===== src/rtl/jmb_pkg.sv =====
// Shared definitions for the sliding-window line-buffer sequencer.
// Latency: n/a (types and constant functions only).
// Backpressure: n/a.
package jmb_pkg;

    // Counter width for values 0..value-1. The result is never below 1, so
    // degenerate parameters still give legal vector declarations.
    function automatic int clog2(input int value);
        int result;
        result = 1;
        for (int i = 1; i < 32; i++) begin
            if ((1 << i) < value) begin
                result = i + 1;
            end
        end
        return result;
    endfunction

    typedef enum logic [2:0] {
        ST_IDLE  = 3'd0,
        ST_CLEAR = 3'd1,
        ST_RUN   = 3'd2,
        ST_DRAIN = 3'd3,
        ST_DONE  = 3'd4
    } state_t;

endpackage


===== src/rtl/jmb_wrap_counter.sv =====
// Modulo-MAX up counter with a combinational wrap pulse for chaining.
// Latency: value updates on the edge after inc; wrap is valid in the same cycle as inc.
// Backpressure: none, counts whenever inc is high.
//   clock, reset : single clock, asynchronous active-high reset
//   clear        : synchronous return to zero, overrides inc
//   inc          : advance by one
//   value        : current count, 0..MAX-1
//   wrap         : inc while value == MAX-1 (the count returns to zero)
module jmb_wrap_counter
    import jmb_pkg::*;
#(
    parameter int MAX = 8,
    parameter int W   = clog2(MAX)
) (
    input  logic         clock,
    input  logic         reset,
    input  logic         clear,
    input  logic         inc,
    output logic [W-1:0] value,
    output logic         wrap
);

    localparam logic [W-1:0] LAST = W'(MAX - 1);

    assign wrap = inc & (value == LAST);

    always_ff @(posedge clock or posedge reset) begin
        if (reset) begin
            value <= '0;
        end else if (clear) begin
            value <= '0;
        end else if (inc) begin
            value <= wrap ? '0 : value + 1'b1;
        end
    end

endmodule


===== src/rtl/jmb_window_ctrl.sv =====
// Sequencer for the line-buffer chain: counts raster pixels, drives shift/clear, flags full windows.
// Latency: win_valid one cycle after the accept of the window's bottom-right pixel.
// Backpressure: a held window (win_valid & !out_ready) drops in_ready, stalling the pixel source.
//   clock, reset         : single clock, asynchronous active-high reset
//   start                : begin a frame, honoured only when idle
//   in_valid / in_ready  : pixel handshake from the source
//   out_ready            : consumer takes the current window
//   lb_enable            : shift enable to every line buffer (same cycle as accept)
//   lb_reset_n           : synchronous clear to the line buffers, low during CLEAR
//   win_valid/row/col    : registered window, top-left coordinates
//   busy, frame_done     : not idle; one-cycle end-of-frame pulse
module jmb_window_ctrl
    import jmb_pkg::*;
#(
    parameter int SL_WIDTH  = 512,
    parameter int NUM_LINES = 480,
    parameter int KERNEL    = 3
) (
    input  logic                          clock,
    input  logic                          reset,
    input  logic                          start,
    input  logic                          in_valid,
    output logic                          in_ready,
    input  logic                          out_ready,
    output logic                          lb_enable,
    output logic                          lb_reset_n,
    output logic                          win_valid,
    output logic [clog2(NUM_LINES)-1:0]   win_row,
    output logic [clog2(SL_WIDTH)-1:0]    win_col,
    output logic                          busy,
    output logic                          frame_done
);

    localparam int CW = clog2(SL_WIDTH);
    localparam int RW = clog2(NUM_LINES);

    localparam logic [CW-1:0] K_COL = CW'(KERNEL - 1);
    localparam logic [RW-1:0] K_ROW = RW'(KERNEL - 1);

    state_t        state;
    state_t        state_nxt;
    logic          accept;
    logic          clear;
    logic [CW-1:0] col;
    logic [RW-1:0] row;
    logic          col_wrap;
    logic          row_wrap;
    logic          win_hit;

    assign accept    = in_valid & in_ready;
    assign lb_enable = accept;

    jmb_wrap_counter #(
        .MAX (SL_WIDTH),
        .W   (CW)
    ) u_col (
        .clock (clock),
        .reset (reset),
        .clear (clear),
        .inc   (accept),
        .value (col),
        .wrap  (col_wrap)
    );

    // Row advances on column wrap; its own wrap therefore marks the final
    // pixel of the frame.
    jmb_wrap_counter #(
        .MAX (NUM_LINES),
        .W   (RW)
    ) u_row (
        .clock (clock),
        .reset (reset),
        .clear (clear),
        .inc   (col_wrap),
        .value (row),
        .wrap  (row_wrap)
    );

    // Only pixels at or past the fill region complete a window, so the
    // subtractions below never underflow.
    assign win_hit = accept & (row >= K_ROW) & (col >= K_COL);

    always_ff @(posedge clock or posedge reset) begin
        if (reset) begin
            win_valid <= 1'b0;
            win_row   <= '0;
            win_col   <= '0;
        end else if (win_hit) begin
            win_valid <= 1'b1;
            win_row   <= row - K_ROW;
            win_col   <= col - K_COL;
        end else if (out_ready) begin
            win_valid <= 1'b0;
        end
    end

    always_ff @(posedge clock or posedge reset) begin
        if (reset) begin
            state <= ST_IDLE;
        end else begin
            state <= state_nxt;
        end
    end

    always_comb begin
        state_nxt  = state;
        in_ready   = 1'b0;
        lb_reset_n = 1'b1;
        clear      = 1'b0;
        busy       = 1'b1;
        frame_done = 1'b0;
        case (state)
            ST_IDLE: begin
                busy = 1'b0;
                if (start) begin
                    state_nxt = ST_CLEAR;
                end
            end
            ST_CLEAR: begin
                lb_reset_n = 1'b0;
                clear      = 1'b1;
                state_nxt  = ST_RUN;
            end
            ST_RUN: begin
                in_ready = ~win_valid | out_ready;
                if (row_wrap) begin
                    state_nxt = ST_DRAIN;
                end
            end
            ST_DRAIN: begin
                if (~win_valid | out_ready) begin
                    state_nxt = ST_DONE;
                end
            end
            ST_DONE: begin
                frame_done = 1'b1;
                state_nxt  = ST_IDLE;
            end
            default: begin
                state_nxt = ST_IDLE;
            end
        endcase
    end

endmodule


===== config.mk =====
export PLATFORM = sky130hd
export DESIGN_NAME = jmb_window_ctrl
export DESIGN_NICKNAME = d
export VERILOG_FILES = /design/src/rtl/jmb_pkg.sv /design/src/rtl/jmb_wrap_counter.sv /design/src/rtl/jmb_window_ctrl.sv
export SDC_FILE = /design/constraint.sdc
export NUM_CORES = 1
export LEC_CHECK = 0
export CAP_MARGIN = 10
export CORE_UTILIZATION = 50
export DETAILED_ROUTE_END_ITERATION = 10
export GPL_TIMING_DRIVEN = 0
export PLACE_DENSITY = 0.72
export SYNTH_ARGS = -nofsm -noshare
export SYNTH_HDL_FRONTEND = slang
export SYNTH_SLANG_ARGS = --single-unit

===== constraint.sdc =====
create_clock -name clock -period 7.2 [get_ports clock]
set_clock_uncertainty 0.1 [all_clocks]
set_input_delay 0.72 -clock clock [delete_from_list [all_inputs] [get_ports clock]]
set_output_delay 0.72 -clock clock [all_outputs]
set_load 0.1 [all_outputs]

### Yosys cells after proc, flatten, opt, wreduce, memory -nomap -nowiden

Index checks and enable logic that the tools add are counted.

* flip-flop bits (word level): 132
* bits in latches: 0
* RAM bits: 0
* bits in read-only memories: 0
* input bits: 5
* logic and storage cells: 50
* memories kept: 0

* add/subtract/negate cells: 4
* $mul: 0
* div/mod/pow operators: 0
* $lt $le $gt $ge: 2
* equality and inequality tests: 9
* shift-type cells: 0
* muxes and demuxes: 17
* bitwise logic cells: 7
* reduce and logical (&&, ||, !) cells: 5

Operator list (number)
* $mux 32: 6
* $add 32x1->32 const B: 2
* $eq 32x9->1 const B: 2
* $ge 32x2->1 const B: 2
* $sub 32x2->32 const B: 2
* $pmux 3 s4: 1
* $mux 3: 3
* $mux 1: 7
* $eq 3x2->1 const B: 2
* $reduce_bool 2->1: 3
* $and 1x1->1: 5
* $ne 2x2->1 const B: 2
* $eq 3x1->1 const B: 1
* $eq 3x3->1 const B: 1
* $logic_not 3->1: 1
* $reduce_and 3->1: 1
* $ne 2x1->1 const B: 1
* $not 1->1: 1
* $or 1x1->1: 1

### Longest topological paths before layout

Gate-level depths: netlist of run 1.

* depth after elaboration: 9
* gate-level depth with buffers: 11

### Cells and area by module

A second synthesis of run 1 with hierarchy kept.

* cells, all modules: 726
* area total of the unflattened synthesis: 7493.4 sq um

By module, submodules not included
* jmb_window_ctrl: times used 1, cells each 334, area an instance 3926.3 sq um
* jmb_wrap_counter (u_row): times used 1, cells each 197, area an instance 1815.5 sq um
* jmb_wrap_counter (u_col): times used 1, cells each 195, area an instance 1751.7 sq um

### Worst setup path before layout of run 1

No wires, ideal clock.

* kind: reg2out
* start point: register state[2]
* end point: output port frame_done
* arrival time: 2843 ps
* setup slack: 3537 ps
* cell stages (with the launch flop): 3
* buffers on the path: 1
* cell sequence: dfrtp_1 -> clkbuf_1 -> nor3b_1

* word-level cells in the longest chain between the ends: 2

Ends and longest elaborated chain
* from (decl): line jmb_window_ctrl.sv:40 `state_t state;`
* from (signal assigned): line jmb_window_ctrl.sv:101 `state <= state_nxt;`
* $eq 3x3->1: line jmb_window_ctrl.sv:112 `case (state)`
* $mux 1: line jmb_window_ctrl.sv:112
* to (decl): line jmb_window_ctrl.sv:31 `output logic frame_done`

Every way passes these cells.

### Worst setup path in the final report of run 1

* start point: input port out_ready
* end point: output port lb_enable

* word-level cells in the longest chain between the ends: 3

Ends and longest elaborated chain
* from (decl): line jmb_window_ctrl.sv:24 `input logic out_ready,`
* $or 1x1->1: line jmb_window_ctrl.sv:125 `in_ready = ~win_valid | out_ready;`
* $mux 1: line jmb_window_ctrl.sv:112
* $and 1x1->1: line jmb_window_ctrl.sv:50 `assign accept = in_valid & in_ready;`
* to (decl): line jmb_window_ctrl.sv:25 `output logic lb_enable,`

Every way passes these cells.

==> results of run 1 <==
==> worst max-delay path: cells and delay by family <==
| family | cells | cell delay (ps) |
|---|---|---|
| buffers and inverters | 3 | 1900 |
| and+or+nand+nor | 2 | 450 |
==> synthesized netlist by cell type, drive strengths merged (9+ instances only) <==
cell	count	area share
nor4	18	0.019
o31ai	14	0.015
o21ai	82	0.057
nand2	115	0.060
or3	33	0.030
or4	25	0.027
nor2	58	0.030
inv	17	0.0089
a21oi	42	0.030
buf	17	0.016
nand2b	9	0.0078
nor3	29	0.021
clkbuf	43	0.023
nand3	19	0.013
nand4	15	0.013
dfrtp	132	0.46
xnor2	52	0.063
xor2	26	0.032
==> report_power, final <==
group          internal, mW  switching [mW]  leakage, nW
combinational         0.188           0.434         1.73
clock                 0.569           0.320        0.300
sequential            0.757          0.0165         1.84
==> cell families after synthesis <==
| group | synth area share |
|---|---|
| compound gates | 0.121 |
| fa+ha+maj | 0.0140 |
| buf+inv | 0.0478 |
| mux | 0.00279 |
| simple gates | 0.259 |
| flops | 0.460 |
| xor+xnor | 0.0952 |
==> layer usage <==
layer	GRT usage	routed length, um	vias to the layer above
met2	0.406	8570	130
met1	0.337	8010	2945
met4	0.0772	273	0
li1	-	-	3004
met5	0	0	-
met3	0.0543	616	26
==> registers in the layout, summed over array words and instances, names as in the netlist <==
register,count
win_valid,1
u_row.value,32
state,3
win_row,32
win_col,32
u_col.value,32
==> cell type report <==
class                      count  area (um^2)  area share
clock buffer                  22          474      0.0541
buffer                        60          279      0.0318
multi-input combinational    598         3530       0.402
clock inverter                 9          128      0.0145
sequential                   132         3300       0.376
tap                          180          225      0.0257
timing repair buffer          75          768      0.0876
inverter                      17         68.8     0.00784
==> layout by cell type, fill, tap and decap left out, types with 3 or more instances in the layout <==
cell type        count
a21o_1               4
a21oi_1             41
and2_1               3
and3_1               6
and4_1               8
buf_2               10
buf_6                4
bufinv_16            3
clkbuf_1            42
clkbuf_16           17
clkbuf_2             3
clkbuf_8             3
clkdlybuf4s50_1     74
clkinv_2             4
dfrtp_1            132
ha_1                 8
inv_1               16
nand2_1            115
nand2b_1             9
nand3_1             19
nand3b_1             3
nand4_1             15
nand4b_1             3
nor2_1              58
nor3_1              28
nor3b_1              3
nor4_1              16
o21ai_0             78
o21ai_1              4
o31ai_1             14
or2_2                5
or3_1               31
or4_1               23
xnor2_1             52
xor2_1              26
==> through the flow <==
step | instance area (um^2) | std cells | total power [mW] | utilization
global route | 8770 | 1093 | 2.39 | 0.630
detailed placement | 8170 | 1062 | 1.40 | 0.586
finish | 8770 | 1093 | 2.28 | 0.630
global placement | 8140 | 1061 | 1.40 | 0.584
CTS | 8770 | 1093 | 2.29 | 0.630
floorplan | 7170 | 807 | 1.25 | -
==> worst max path at each step <==
stage	endpoint	slack, ps	depth (start not counted)
2_1_floorplan	state[0]	2850	1
5_1_grt	lb_enable	3180	5
4_1_cts	lb_enable	3300	5
6_report	lb_enable	3300	5
3_3_place_gp	win_col[19]	870	2
3_5_place_dp	u_row.value[16]	3160	9
==> out/metrics.yaml, run 1 <==
outcome:
  outcome: "complete, no violations"
global_routing:
  grt-ovfl-total: 0
  grt_pass1_vias: 5694
  antenna_found_initial: 0
  grt_use_total: 0.252
  grt_max_degree: 91
  grt_first_pass_wirelength_mm: 28.9
setup_path:
  worst-endpoint-required_ps: 6380
  cp_common_cell: "clkdlybuf4s50_1"
  ff2ff_path_depth: 9
  cp-startpoint: "out_ready"
  cp_slowest_cell: "clkdlybuf4s50_1"
  crit_fanout: 6
  path_class: "in2out"
  arrival_ps: 3080
  r2r-end: "u_row.value[16]"
  endpoint_kind: "output pin"
  r2r_slack_ps: 3730
  critPathLaunchType: "primary input"
  critical-path-max-stage-delay_ps: 1170
  worstPathCellList: "clkdlybuf4s50_1 > nand2b_1 > nand4_1 > inv_1 > clkdlybuf4s50_1"
  r2r_start: "u_col.value[3]"
hold_path:
  hold_path_end: "win_row[13]"
  hp-class: "reg2reg"
  holdPathStages: 2
  hold_start: "win_row[13]"
flow_run:
  maxCapViolations: 0
timing:
  min_period_over_period: 0.542
  finalCriticalPeriod_ps: 3900
  hold_viol: 0
  rsz0062_at_grt: "false"
  fmax_mhz: 256
  hold_ws_ps: 377
  fin_tns_setup_ps: 0
  setup_violations: 0
  setup_ws_ps: 3300
  tightest_slew_ps: 992
  slew_viol_final: 0
  max_slew_margin: 0.337
power_and_ir_drop:
  peakVddDrop_mv: 0.312
  pwr_density_cell_nw_per_um2: 260
  power.leakage_nw: 3.87
synthesis:
  async_flop_share: 1.00
  ys_types: 53
  yosysWarnings: 0
  synth_seq_cells: 132
  ys_seq_area_frac: 0.460
  synth_nets: 820
  synth-main-ff-cell: "dfrtp_1"
  synth.avg_cell_area_um2: 8.89
  synth-edff-count: 0
  synth_area_um2: 7170
  syn_inst: 807
route:
  drt_iter0_drc: 415
  route.vias.total: 6105
  wire_per_inst_um: 16.0
  route.detailed.drc: 0
  wl_mm: 17.5
  drt_first_pass_iters: 4
  vias_per_cell: 5.59
  ant_nets: 0
clocking:
  ctsHtreeMaxLevel: 4
  clock_path_buffers: 2
  clock-sinks: 132
  clock_latency_ps: 420
  cts_resized: 0
  cts_root_buffer: "clkbuf_16"
  cts_hold_buf: 0
  post_cts.repair.setup_buffers: 0
  clkTransAtPathRegs_ps: 50
  cts_buffers: 17
  cts_tree: "built"
finish:
  antenna_cells: 0
  areaGrowthSynthToFinish_pct: 22.3
  fill_cells: 1243
  drive_gt1_frac: 0.0701
  final_nets: 914
die:
  die_area_um2: 14800
  die_y_um: 122
  die-width_um: 122
  num_rows: 43
  start_util: 0.515
  ios: 75
  core_area_um2: 13900
placement:
  dp_slack_ps: 3160
  dp_hpwl_mm: 12.0
  place.gp.congestion: 0.821
  io_buffers: 74
Power figures use the tool's default switching activity.
==> inputs of run 2 (changes only) <==
- clock period: 7.2 -> 3.88 ns (I/O delays scaled with it)
==> run 2 against run 1 <==
  * Via count increased by 4.5%
  * Setup slack got worse by 3000 ps
  * Sequential cell count unchanged
  * Sequential power increased by 86%
  * Sequential share of layout area decreased by 0.36 points
  * First-iteration DRC count increased by 1.7%
  * Critical endpoint is now u_row.value[16]
==> out/metrics.yaml, run 2 (synthesis gave the netlist of run 1 again) <==
power_and_ir_drop:
  p_comb_frac: 0.274
  clock_power_share: 0.395
  switching_share: 0.339
  intPower_mw: 2.86
  peakVddDrop_mv: 0.431
  power.share.sequential: 0.331
  p_total_mw: 4.34
  pwr_density_cell_nw_per_um2: 490
  power.leakage_nw: 3.89
  p_sw_mw: 1.47
setup_path:
  path_class: "reg2reg"
  cp_slowest_cell: "nor4_1"
  cp_common_cell: "clkbuf_1"
  critical-path-max-stage-delay_ps: 670
  crit_family: "simple AND/OR/NAND/NOR gates"
  crit_cells: 9
  crit_fanout: 10
  endpoint_kind: "flop"
  r2r_slack_ps: 280
  critPathLaunchType: "flop"
  cp-startpoint: "u_col.value[4]"
  worstPathCellList: "clkbuf_1 > and4_1 > nand2_1 > nor4_1 > a21oi_1 > clkbuf_1 > clkbuf_1 > o31ai_1 > a21oi_1"
  r2r_start: "u_col.value[4]"
  arrival_ps: 3800
  path_buf_inv: 3
  r2r-end: "u_row.value[16]"
  ff2ff_path_depth: 9
  worst-endpoint-required_ps: 4080
timing:
  slew_viol_final: 0
  min_period_over_period: 0.927
  rsz0062_at_grt: "false"
  hold_viol: 0
  finalCriticalPeriod_ps: 3600
  setup_violations: 0
  fmax_mhz: 278
  tightest_slew_ps: 996
  fin_tns_setup_ps: 0
  max_slew_margin: 0.334
clocking:
  clkTransAtPathRegs_ps: 60
  clock_path_buffers: 2
  cts_resized: 0
  cts_root_buffer: "clkbuf_16"
  cts_tree: "built"
  ctsHtreeMaxLevel: 4
  clock-sinks: 132
  post_cts.repair.setup_buffers: 0
  clock_latency_ps: 430
  cts_hold_buf: 0
  cts_buffers: 17
finish:
  final_common_cell: "dfrtp_1"
  areaGrowthSynthToFinish_pct: 23.5
  final_nets: 917
  fin_area_um2: 8860
  drive_gt1_frac: 0.0763
  fill_cells: 1170
  final_cell_mix: "dfrtp_1 (132), nand2_1 (115), o21ai_0 (78)"
  antenna_cells: 0
die:
  ios: 75
  die_area_um2: 14800
  die-width_um: 122
  die_y_um: 122
  num_rows: 43
  start_util: 0.515
  core_area_um2: 13900
route:
  drt_iter0_drc: 422
  ant_nets: 0
  wire_per_inst_um: 16.6
  route.vias.total: 6380
  route.detailed.drc: 0
  drt_first_pass_iters: 5
  wl_mm: 18.2
  vias_per_cell: 5.82
outcome:
  outcome: "complete, no violations"
placement:
  dp_hpwl_mm: 13.3
  place.gp.congestion: 0.833
  postPlaceCellArea_um2: 8220
  io_buffers: 74
global_routing:
  grt_pass1_vias: 6241
  grt_first_pass_wirelength_mm: 30.1
  grtUsageMet3: 0.0524
  antenna_found_initial: 0
  grt-busiest-layer: "met2"
  grt_max_degree: 33
  met1_usage: 0.325
  grt-ovfl-total: 0
  grt_use_met2: 0.445
  grt_use_total: 0.262
flow_run:
  maxCapViolations: 0
hold_path:
  hp-class: "in2async"
==> run 2: changes by cell type in the layout (fill, tap and decap cells not counted) <==
cell,delta
clkbuf_1,-2
buf_16,-1
clkinvlp_4,+6
clkinv_2,-1
buf_12,+4
clkinv_4,-1
clkbuf_8,-1
inv_6,-1
bufinv_16,+1
==> run 2: routing by layer <==
layer	share of wire	up-vias
li1	-	3014
met1	0.42	3160
met2	0.51	171
met3	0.039	35
met4	0.025	0
met5	0	-
==> run 2: cell type report <==
| cell class | instances | area (um^2) | area share |
|---|---|---|---|
| Timing Repair Buffer | 78 | 821 | 0.0927 |
| Multi-Input combinational cell | 598 | 3530 | 0.398 |
| Tap cell | 180 | 225 | 0.0254 |
| Inverter | 17 | 67.6 | 0.00763 |
| Clock inverter | 13 | 181 | 0.0205 |
| Sequential cell | 132 | 3300 | 0.373 |
| Clock buffer | 19 | 453 | 0.0511 |
| Buffer | 60 | 279 | 0.0315 |
==> run 2: power by group through the flow <==
stage	Combinational, mW	Clock [mW]	Sequential, mW
finish	1.19	1.71	1.44
detailed placement	1.17	0	1.46
global route	1.28	1.79	1.44
global placement	1.14	0	1.46
floorplan	0.865	0	1.45
CTS	1.18	1.74	1.44
==> run 2: how the worst max path moves through the flow <==
| stage | slack [ps] | to |
|---|---|---|
| floorplan | 550 | frame_done |
| global placement | 250 | u_row.value[28] |
| detailed placement | 150 | u_row.value[16] |
| CTS | 410 | u_row.value[16] |
| global route | 30 | u_row.value[21] |
| finish | 280 | u_row.value[16] |
==> run 2: per-stage QoR <==
| step | cells | utilization | hold WS [ps] | setup WS, ps |
|---|---|---|---|---|
| 2_1_floorplan | 807 | - | 432 | 549 |
| 3_3_place_gp | 1061 | 0.584 | 362 | 245 |
| 3_5_place_dp | 1065 | 0.590 | 370 | 150 |
| 4_1_cts | 1097 | 0.636 | 231 | 407 |
| 5_1_grt | 1097 | 0.636 | 262 | 31.9 |
| 6_report | 1097 | 0.636 | 222 | 282 |
